$ cat config.mk
export PLATFORM = sky130hd
export DESIGN_NAME = uart_serial_line_tx
export DESIGN_NICKNAME = d
export VERILOG_FILES = /design/src/rtl/uart_serial_line_tx.sv
export SDC_FILE = /design/constraint.sdc
export NUM_CORES = 1
export LEC_CHECK = 0
export CORE_ASPECT_RATIO = 2
export CORE_UTILIZATION = 30
export CTS_BUF_LIST = sky130_fd_sc_hd__clkbuf_16
export DETAILED_ROUTE_END_ITERATION = 10
export GPL_TIMING_DRIVEN = 0
export SYNTH_ARGS = -nofsm -noshare
export SYNTH_HDL_FRONTEND = slang
export SYNTH_SLANG_ARGS = --single-unit
$ cat constraint.sdc
create_clock -name PCLK -period 4.8 [get_ports PCLK]
set_input_delay 0.48 -clock PCLK [delete_from_list [all_inputs] [get_ports PCLK]]
set_output_delay 0.48 -clock PCLK [all_outputs]
set_load 0.03 [all_outputs]
$ cat src/rtl/uart_serial_line_tx.sv
// UART serial transmitter with a small byte FIFO and 16x divisor timing.
// Drives a line with 5-8 data bits, optional/stick parity, 1/1.5/2 stop bits and break.
module uart_serial_line_tx #(
  parameter int PDATA_WIDTH = 8,
  parameter int FIFO_DEPTH  = 16
) (
  input  logic                          PCLK,
  input  logic                          PRESET,
  input  logic [15:0]                   divisor,
  input  logic [6:0]                    lcr,
  input  logic [PDATA_WIDTH-1:0]        tx_data,
  input  logic                          tx_valid,
  output logic                          tx_ready,
  output logic [$clog2(FIFO_DEPTH):0]   fifo_count,
  output logic                          tx_busy,
  output logic                          char_done,
  output logic                          SOUT
);

  localparam int AW = $clog2(FIFO_DEPTH);

  typedef enum logic [2:0] {
    IDLE, START, DATA, PARITY, STOP
  } state_t;

  state_t state, state_nx;

  logic [PDATA_WIDTH-1:0] mem [FIFO_DEPTH];
  logic [AW-1:0]          wr_ptr, rd_ptr;
  logic [AW:0]            count;

  logic [PDATA_WIDTH-1:0] data_q, mask;
  logic [5:0]             lcr_q;
  logic [15:0]            div_q, tick;
  logic [4:0]             samp, samp_last;
  logic [2:0]             bit_idx, bit_idx_nx, last_bit;
  logic                   push, pop, start_ok;
  logic                   tick_end, bit_end;
  logic                   par_bit, line_nx, sout_q;

  assign tx_ready   = count != (AW+1)'(FIFO_DEPTH);
  assign fifo_count = count;
  assign SOUT       = sout_q;

  assign push     = tx_valid && tx_ready;
  assign start_ok = (count != '0) && (divisor != 16'd0);
  assign pop      = start_ok &&
                    (state == IDLE || (state == STOP && bit_end));

  assign tick_end = tick == div_q - 16'd1;
  assign last_bit = 3'd4 + {1'b0, lcr_q[1:0]};
  assign mask     = {PDATA_WIDTH{1'b1}} >> (2'd3 - lcr_q[1:0]);

  // 1.5 stop bits only for 5-bit words, otherwise STB means 2
  always_comb begin
    samp_last = 5'd15;
    if (state == STOP && lcr_q[2])
      samp_last = (lcr_q[1:0] == 2'b00) ? 5'd23 : 5'd31;
  end

  assign bit_end = (state != IDLE) && tick_end && (samp == samp_last);

  assign par_bit = lcr_q[5] ? ~lcr_q[4]
                            : (^(data_q & mask)) ^ ~lcr_q[4];

  always_ff @(posedge PCLK) begin
    if (push) mem[wr_ptr] <= tx_data;
  end

  always_ff @(posedge PCLK) begin
    if (PRESET) begin
      wr_ptr <= '0;
      rd_ptr <= '0;
      count  <= '0;
    end else begin
      if (push) wr_ptr <= wr_ptr + AW'(1);
      if (pop)  rd_ptr <= rd_ptr + AW'(1);
      unique case ({push, pop})
        2'b10:   count <= count + (AW+1)'(1);
        2'b01:   count <= count - (AW+1)'(1);
        default: count <= count;
      endcase
    end
  end

  always_ff @(posedge PCLK) begin
    if (PRESET) state <= IDLE;
    else        state <= state_nx;
  end

  always_comb begin
    state_nx = state;
    unique case (state)
      IDLE:    if (start_ok) state_nx = START;
      START:   if (bit_end) state_nx = DATA;
      DATA:
        if (bit_end && bit_idx == last_bit)
          state_nx = lcr_q[3] ? PARITY : STOP;
      PARITY:  if (bit_end) state_nx = STOP;
      STOP:
        if (bit_end) state_nx = start_ok ? START : IDLE;
      default: state_nx = IDLE;
    endcase
  end

  // line_nx is the level for the cycle after this edge
  always_comb begin
    bit_idx_nx = 3'd0;
    if (state == DATA)
      bit_idx_nx = bit_end ? bit_idx + 3'd1 : bit_idx;
    line_nx = 1'b1;
    unique case (state_nx)
      START:   line_nx = 1'b0;
      DATA:    line_nx = data_q[bit_idx_nx];
      PARITY:  line_nx = par_bit;
      default: line_nx = 1'b1;
    endcase
    tx_busy   = state != IDLE;
    char_done = (state == STOP) && bit_end;
  end

  always_ff @(posedge PCLK) begin
    if (PRESET) begin
      tick    <= '0;
      samp    <= '0;
      bit_idx <= '0;
      data_q  <= '0;
      lcr_q   <= '0;
      div_q   <= '0;
      sout_q  <= 1'b1;
    end else begin
      bit_idx <= bit_idx_nx;
      sout_q  <= ~lcr[6] & line_nx;
      if (pop) begin
        data_q <= mem[rd_ptr];
        lcr_q  <= lcr[5:0];
        div_q  <= divisor;
      end
      if (pop || state == IDLE) begin
        tick <= '0;
        samp <= '0;
      end else if (tick_end) begin
        tick <= '0;
        samp <= bit_end ? 5'd0 : samp + 5'd1;
      end else begin
        tick <= tick + 16'd1;
      end
    end
  end

endmodule
* After elaboration in Yosys (flattened, before gate mapping) *
Memories as Yosys holds them, arrays and structs flattened. A register that Yosys moved wholly into a read port is not among the register bits.
Cells that the tools add are included.

cells by class
  add/sub/neg operators = 10
  $lt $le $gt $ge = 1
  eq/ne operators = 13
  shift-type cells = 1
  muxes and demuxes = 20
  bitwise operators = 5
  reductions and logical operators = 19

operators with widths
  operator                 number
  $mux W3                  8
  $add A16 B1 Y16 const B  1
  $eq A16 B16 Y1           1
  $reduce_bool A16 Y1      1
  $sub A16 B1 Y16 const B  1
  $pmux W3 S5              1
  $eq A3 B2 Y1 const B     4
  $add A5 B1 Y5 const B    2
  $mux W5                  2
  $pmux W5 S2              1
  $add A4 B1 Y4 const B    2
  $and A8 B8 Y8            1
  $logic_and A1 B1 Y1      8
  $reduce_xor A8 Y1        1
  $shr A8 B2 Y8 const A    1
  $eq A3 B1 Y1 const B     2
  $eq A5 B5 Y1             1
  $mux W1                  5
  $ne A5 B5 Y1 const B     1
  $reduce_bool A5 Y1       1
  $sub A5 B1 Y5 const B    1
  $lt A3 B4 Y1 const B     1
  $mux W4                  1
  $add A3 B1 Y3 const B    1
  18 further kinds         20

word-level totals
  register bits after elaboration = 63
  memory bits (writable) = 128
  input port bits = 34
  output and inout port bits = 9
  memories = 1

memories
  name  depth  width  rd ports  clocked after Yosys merged registers in  wr ports  RTL line  RTL
  mem   16     8      1         1                                        1         28        logic [PDATA_WIDTH-1:0] mem [FIFO_DEPTH];

* Longest topological paths before layout *
Gate-level depths: netlist of run 1.

  depth after elaboration = 11
  depth in mapped cells = 21
  gate-level depth less buffers = 18

* Worst setup path after synthesis of run 1 *
Ideal clock, no wire load.

  kind = register to register
  start = register div_q[0]
  end = register count[4], in the netlist fifo_count[4]
  data arrival time = 4285 ps
  data required time = 4729 ps
  slack = 445 ps
  cell stages (with the launch flop) = 22
  buffers on the path = 3
  clock period less this slack = 4355 ps
  cell sequence = dfxtp_1 > inv_1 > ha_1 > buf_6 > nor4b_1 > and3_2 > a211o_2 > a32oi_1 > nor4_4 > nand2_1 > a21oi_1 > buf_4 > buf_2 > ha_1 > inv_1 > fa_1 > inv_1 > a21o_1 > a21oi_1 > xnor2_1 > or3_1 > a21oi_1

on the way
  word-level cells in the longest chain between the ends = 9

RTL lines
  item                                                      RTL line  RTL
  start, declared                                           34        logic [15:0] div_q, tick;
  start signal, assigned                                    137       div_q <= divisor;
  $sub A16 B1 Y16 (*)                                       50        assign tick_end = tick == div_q - 16'd1;
  $eq A16 B16 Y1 (*)                                        50
  $logic_and A1 B1 Y1 (*) (2 in a row)                      61        assign bit_end = (state != IDLE) && tick_end && (samp == samp_last);
  $logic_and A1 B1 Y1 (*)                                   48        (state == IDLE || (state == STOP && bit_end));
  $logic_or A1 B1 Y1 (*)                                    48
  $logic_and A1 B1 Y1 (*)                                   47        assign pop = start_ok &&
  via pop                                                   37        logic push, pop, start_ok;
  $eq A2 B1 Y1 / $eq A2 B2 Y1 (equally long branches)       78        unique case ({push, pop})
  $pmux W5 S2 / $reduce_bool A2 Y1 (equally long branches)  --
  end signal, assigned                                      79        2'b10: count <= count + (AW+1)'(1);
  end signal, assigned                                      80        2'b01: count <= count - (AW+1)'(1);
  end signal, assigned                                      81        default: count <= count;
  end, declared                                             30        logic [AW:0] count;

Mark *: on every way through the listed nets, which the timed path passes. The rest lies on a longest branch.
A chain may end at the register's enable or synchronous reset.

* Worst setup path in the final report of run 1 *
  start = register state[1]
  end = output port char_done

on the way
  word-level cells in the longest chain between the ends = 6

RTL lines
  item                     RTL line  RTL
  start, declared          26        state_t state, state_nx;
  start signal, assigned   88        else state <= state_nx;
  $eq A3 B3 Y1             57, 119
  $logic_and A1 B1 Y1      57        if (state == STOP && lcr_q[2])
  $mux W5                  57
  $eq A5 B5 Y1             61
  $logic_and A1 B1 Y1      61
  $logic_and A1 B1 Y1 (*)  119       char_done = (state == STOP) && bit_end;
  end, declared            16        output logic char_done,

Every way passes the cells marked *; elsewhere a longest branch is shown, timed or not.

==> results_dict.tcl, run 1 <==
set metrics [dict create \
    num_rows 88 \
    portBuffers 42 \
    netlist_instances 708 \
    leakage_nw 3.45 \
    crit_path_end_kind "output pin" \
    rsz0062_at_grt "false" \
    cap_viol_max_count 0 \
    synth_seq_area_share_pct 59.3 \
    grt_overflow_total 0 \
    synth_cell_types 69 \
    utilization_pct 35.8 \
    synthArstFlopShare_pct 0 \
    crit_path_max_fanout 7 \
    syn-num-nets 756 \
    core_area_um2 29000 \
    synth_warnings 0 \
    power.density_nw_per_um2 516 \
    wirelength_um 22200 \
    finalSetupViolCount 0 \
    critPathArrivalTime_ns 4.04 \
    crit_top_cell "o2111ai_1" \
    crit_chain "nor2_1 -> o2111ai_1 -> a211oi_1 -> o2111ai_1 -> nor4_2 -> and3_1 -> clkdlybuf4s50_1" \
    start_kind "flip-flop" \
    slew_viol_final 0 \
    irDropWorstVdd_mv 0.281 \
    clk_latency_ns 0.44 \
    critPathKind "reg -> out" \
    required_ns 4.32 \
    cts_buffers 17 \
    worstMarginPinSlew_ns 1.32 \
    total_power_mw 5.36 \
    hp-class "reg -> reg" \
    status "completed" \
    synth_edf_count 128 \
    start_util_pct 30.7 \
    syn_avg_cell_area_um2 12.5 \
    synth_top_area_share_pct 43.3 \
    cts-root-buf "clkbuf_16" \
    die_w_um 124 \
    min_period_over_period_pct 94.1 \
    synth_flop_cell "edfxtp_1" \
    layout_min_cycle_time_ns 4.52 \
    slowest_delay_ns 0.78 \
    cts_tree "yes" \
    yosysTopAreaCell "edfxtp_1" \
    routabilityCongestion 0.890 \
    die_area_um2 30300 \
    fmax_mhz 221 \
    cts_htree_levels 4 \
    yosys-top-cells-area "edfxtp_1, dfxtp_1, mux2i_1, mux4_2, nor2_1" \
    initialDrtViolationCount 269 \
    grt_usage_pct 15.8 \
    grt_max_degree 22 \
    syn_area_um2 8880 \
    grt_pass1_wl_um 34200 \
    grt_pass1_vias 5952 \
    setup_tns_ns 0 \
    antenna_found_initial 0 \
    cpMaxStageDelayCell "nor4_2" \
    die_y_um 245 \
    drc 0 \
    insertedDiodeCount 0 \
    syn_to_final_growth_pct 16.9 \
    vias 5612 \
    synth-seq-cells 199 \
    clock_sinks 199 \
    relSlewSlack_pct 11.1 \
    num-nets-final 818 \
    post_drt_wl_per_cell_um 19.4 \
    hold_buffers 0 \
    first_pass_iters 4 \
    vias_per_cell 4.91 \
    num_io_pins 43 \
    fin_worst_skew_ns 0.0105 \
    clkTransAtPathRegs_ns 0.08 \
    cts_buffer_depth 2 \
    layout-drive-gt1-share_pct 11.1 \
    dp_hpwl_um 17300 \
    finalHoldViolCount 0 \
    postRouteAntennaNets 0 \
]
[cell families after synthesis]
logic type      Yosys count  share of synthesized area [%]
simple gates            201                           10.7
fa+ha+maj                14                           2.06
compound gates          101                           8.05
mux                      77                           11.1
buf+inv                  56                           2.90
xor+xnor                 60                           5.92
flops                   199                           59.3
[path summary, 6_finish.rpt]
| check | from | to | slack (ns) | cells after the start |
|---|---|---|---|---|
| setup / recovery | state[1] | char_done | 0.28 | 7 |
| hold / removal | tick[0] | tick[0] | 0.50 | 1 |
| setup reg to reg | div_q[1] | fifo_count[4] | 0.35 | 20 |
| hold reg to reg | tick[0] | tick[0] | 0.50 | 1 |
[layer usage]
layer,vias to the layer above,global-route usage (%),wire [um]
met5,-,0,0
met4,0,9.50,1200
met3,43,2.67,586
met2,103,32.7,13500
met1,2733,12.7,6890
li1,2733,-,-
[area by class of cell]
class | count | area, um^2
Buffer | 35 | 181
Clock buffer | 17 | 425
Clock inverter | 15 | 169
Fill cell | 2780 | 18600
Inverter | 20 | 75.1
Multi-Input combinational cell | 453 | 3380
Sequential cell | 199 | 5270
Tap cell | 360 | 450
Timing Repair Buffer | 44 | 433
[cells in the final DEF (no fill, tap or decap), types with 8 or more instances in the layout]
cell / n
edfxtp_1: 128
nor2_1: 95
dfxtp_1: 70
mux2i_1: 50
clkdlybuf4s50_1: 43
xnor2_1: 38
nand2_1: 31
o21ai_0: 24
xor2_1: 22
clkbuf_1: 21
inv_1: 20
a21oi_1: 20
nor3_1: 17
clkbuf_16: 17
mux4_2: 16
nand3_1: 13
ha_1: 13
mux2_2: 11
a221oi_1: 8
a22oi_1: 8
a311oi_1: 8
[synthesized netlist by cell type, drive strengths merged, types with 2 or more instances]
| cell type | count |
|---|---|
| a211o | 2 |
| a21boi | 2 |
| a21o | 4 |
| a21oi | 21 |
| a221oi | 8 |
| a22oi | 8 |
| a311oi | 8 |
| a31oi | 2 |
| and2 | 5 |
| and3 | 7 |
| buf | 13 |
| clkbuf | 22 |
| dfxtp | 71 |
| edfxtp | 128 |
| ha | 13 |
| inv | 20 |
| mux2 | 11 |
| mux2i | 50 |
| mux4 | 16 |
| nand2 | 32 |
| nand2b | 4 |
| nand3 | 13 |
| nand4 | 7 |
| nor2 | 95 |
| nor3 | 18 |
| nor3b | 2 |
| nor4 | 9 |
| o2111ai | 3 |
| o211ai | 2 |
| o21ai | 25 |
| o221ai | 2 |
| or3 | 2 |
| or4 | 2 |
| xnor2 | 38 |
| xor2 | 22 |
[power breakdown]
| group | total, mW | switching, mW | internal, mW |
|---|---|---|---|
| combinational | 1.78 | 0.988 | 0.791 |
| clock | 1.43 | 0.724 | 0.705 |
| sequential | 2.15 | 0.170 | 1.98 |
[worst max-delay path, delay by kind of cell (launching register included)]
kind            cells  cell delay, ns
simple gates        3            1.51
buf+inv             1            0.68
flops               1            0.36
compound gates      3            1.03
[state kept, by name, indices dropped and copies added, names as in the netlist]
| name | count |
|---|---|
| bit_idx | 3 |
| wr_ptr | 4 |
| div_q | 16 |
| data_q | 8 |
| rd_ptr | 4 |
| SOUT | 1 |
| mem | 128 |
| fifo_count | 5 |
| samp | 5 |
| tick | 16 |
| lcr_q | 6 |
| state | 3 |
[through the flow]
step	instance area, um^2	setup WS, ns	instances	hold slack (ns)
3_5_place_dp	9750	-0.727	1110	0.487
2_1_floorplan	8880	0.445	708	0.451
6_report	10400	0.285	1143	0.502
5_1_grt	10400	0.0234	1143	0.529
4_1_cts	10400	0.0202	1143	0.507
3_3_place_gp	9750	-0.633	1110	0.477
[repair_timing]
action | in CTS | in global routing
pin swaps | 1 | 0
resized for setup | 3 | 3
cloned | 0 | 0
endpoints found under the setup margin | 5 | 2
setup buffers | 1 | 0
Power figures use the tool's default switching activity.
==> inputs of run 2 (changes only) <==
--- a/config.mk
+++ b/config.mk
@@ -5,6 +5,8 @@
 export SDC_FILE = /design/constraint.sdc
 export NUM_CORES = 1
 export LEC_CHECK = 0
+export ABC_AREA = 1
+export CAP_MARGIN = 25
 export CORE_ASPECT_RATIO = 2
 export CORE_UTILIZATION = 30
 export CTS_BUF_LIST = sky130_fd_sc_hd__clkbuf_16
==> run 2 against run 1 <==
Net effect: combinational power increased by 23%; die area increased by 2.3%; synthesized cell count increased by 35%; routed wire length increased by 16%; sequential share of layout area decreased by 0.97 points; global-route usage increased by 1.4 points; non-clock buffer count decreased by 3; setup slack improved by 0.40 ns; via count increased by 26%; flip-flop and latch count unchanged; highest routed layer unchanged; critical endpoint is now fifo_count[4]; the run now ends with DRC left; final cell count increased by 22%.
==> results_dict.tcl, run 2 <==
set metrics [dict create \
    start_kind "flip-flop" \
    layout_min_cycle_time_ns 4.12 \
    leakage_nw 3.82 \
    required_ns 5.18 \
    wirelength_um 25700 \
    cts_buffer_depth 2 \
    synth_flop_cell "edfxtp_1" \
    reg_top3 "mem: 128 flops, div_q: 16 flops, tick: 16 flops" \
    worstMarginPinSlew_ns 1.03 \
    postRouteAntennaNets 0 \
    total_power_mw 5.85 \
    cts_htree_levels 4 \
    finalSetupViolCount 0 \
    synth_top_area_share_pct 42.3 \
    utilization_pct 35.7 \
    slew_viol_final 0 \
    timing.hold.ws_ns 0.466 \
    netlist_instances 953 \
    fin_worst_skew_ns 0.0106 \
    setup_tns_ns 0 \
    finalHoldViolCount 0 \
    place_area_um2 9960 \
    post_cts_buffers 0 \
    die_w_um 125 \
    crit_path_end_kind "flip-flop" \
    syn_area_um2 9080 \
    start_util_pct 30.7 \
    layout.area.seq_um2 5270 \
    fmax_mhz 243 \
    hold_depth 2 \
    grt_usage_pct 17.1 \
    largest_register_ffs 128 \
    synth_commonest_cells "nand2_1, nor2_1, edfxtp_1" \
    cts-root-buf "clkbuf_16" \
    insertedDiodeCount 0 \
    vias 7076 \
    power.density_nw_per_um2 553 \
    first_pass_iters 8 \
    dpl.cell_count 1359 \
    setup_ws_ns 0.683 \
    top_register "mem" \
    yosysTopAreaCell "edfxtp_1" \
    num_rows 89 \
    synth_seq_area_share_pct 58.0 \
    grt_max_degree 19 \
    initialDrtViolationCount 496 \
    most-common-layout-cells "nand2_1, nor2_1, edfxtp_1" \
    yosys-top-cells-area "edfxtp_1, dfxtp_1, nand2_1, nor2_1, o21ai_0" \
    critPathArrivalTime_ns 4.50 \
    grt_pass1_vias 7129 \
    portBuffers 42 \
    syn-num-nets 1001 \
    dpl_worst_slack_ns 0.690 \
    num_io_pins 43 \
    critPathKind "reg -> reg" \
    core_area_um2 29600 \
    synthArstFlopShare_pct 0 \
    layout-drive-gt1-share_pct 7.20 \
    synth-seq-cells 199 \
    relSlewSlack_pct 31.4 \
    synth_cell_types 44 \
    violations "DRC" \
    ctsResizeCount 0 \
    crit_path_max_fanout 10 \
    hold_buffers 0 \
    grt_pass1_wl_um 38700 \
    rr_worst_depth 27 \
    final_common_cell "nand2_1" \
    die_area_um2 31000 \
    cap_viol_max_count 0 \
    min_period_over_period_pct 85.8 \
    dp_hpwl_um 19500 \
    irDropWorstVdd_mv 0.231 \
    post_drt_wl_per_cell_um 18.4 \
    antenna_found_initial 0 \
    die_y_um 248 \
    yosysMostFrequentCell "nand2_1" \
    vias_per_cell 5.08 \
    clock_sinks 199 \
    syn_to_final_growth_pct 16.5 \
    final_area_um2 10600 \
    clk_latency_ns 0.45 \
    nFillCells 2989 \
    stdcell_count 1392 \
    routabilityCongestion 0.978 \
    drc 6 \
    status "finished, violations left" \
    clkTransAtPathRegs_ns 0.08 \
    multi_input_area_um2 3350 \
    grt_overflow_total 0 \
    rsz0062_at_grt "false" \
    cts_tree "yes" \
    cts_buffers 17 \
    synth_edf_count 128 \
    syn_avg_cell_area_um2 9.53 \
    hp-class "reg -> reg" \
    synth_warnings 0 \
    num-nets-final 1063 \
]
-- run 2: final timing paths --
path,slack (ns),startpoint,end
worst max-delay path,0.68,div_q[0],fifo_count[4]
worst min-delay path,0.47,lcr_q[5],lcr_q[5]
worst max register to register,0.68,div_q[0],fifo_count[4]
worst min register to register,0.47,lcr_q[5],lcr_q[5]
-- run 2: power breakdown --
group	total (mW)	leakage, nW	internal (mW)	switching [mW]
combinational	2.19	1.77	0.718	1.48
clock	1.49	0.309	0.834	0.661
sequential	2.16	1.74	2.00	0.163
total	5.85	3.82	3.55	2.30
-- run 2: cell families (layout without fill, tap and decap cells) --
| logic type | after synthesis | count (layout) | share of synthesized area, % |
|---|---|---|---|
| simple gates | 425 | 425 | 20.9 |
| fa+ha+maj | 14 | 14 | 2.01 |
| xor+xnor | 31 | 31 | 2.99 |
| flops | 199 | 199 | 58.0 |
| buf+inv | 109 | 184 | 5.14 |
| mux | 1 | 1 | 0.110 |
| compound gates | 174 | 174 | 10.8 |
-- run 2: area by class of cell --
class / count / share of cell area (%)
repair buffers: 43 / 4.04
multi-input cells: 645 / 31.7
plain buffers: 33 / 1.69
well taps: 364 / 4.30
clock buffers: 17 / 4.02
clock inverters: 15 / 1.80
flip-flops and latches: 199 / 49.8
inverters: 76 / 2.72
-- run 2: per-layer routing --
layer  global-route usage, %  share of wire (%)
met1                    14.2                 33
met2                    33.1                 54
met3                    3.93                4.1
met4                    15.9                9.1
met5                       0                  0
-- run 2: critical path, cell delays in order (launching register included) --
cell and delay [ns]:
dfxtp_1 0.35, inv_1 0.16, ha_1 0.27, nand2_1 0.09, nor2_2 0.19, nand3_1 0.13, nand3_1 0.13, nand2_1 0.06
nor2_1 0.08, nand2_1 0.09, nor2_4 0.18, nand3_4 0.14, inv_2 0.10, nand3_1 0.07, and2_4 0.18, inv_4 0.09
buf_6 0.13, buf_6 0.15, ha_1 0.28, inv_1 0.08, fa_1 0.41, inv_1 0.07, a31oi_1 0.08, inv_1 0.07
o21ai_0 0.06, a21oi_1 0.17, o21ai_0 0.09, a21oi_1 0.13
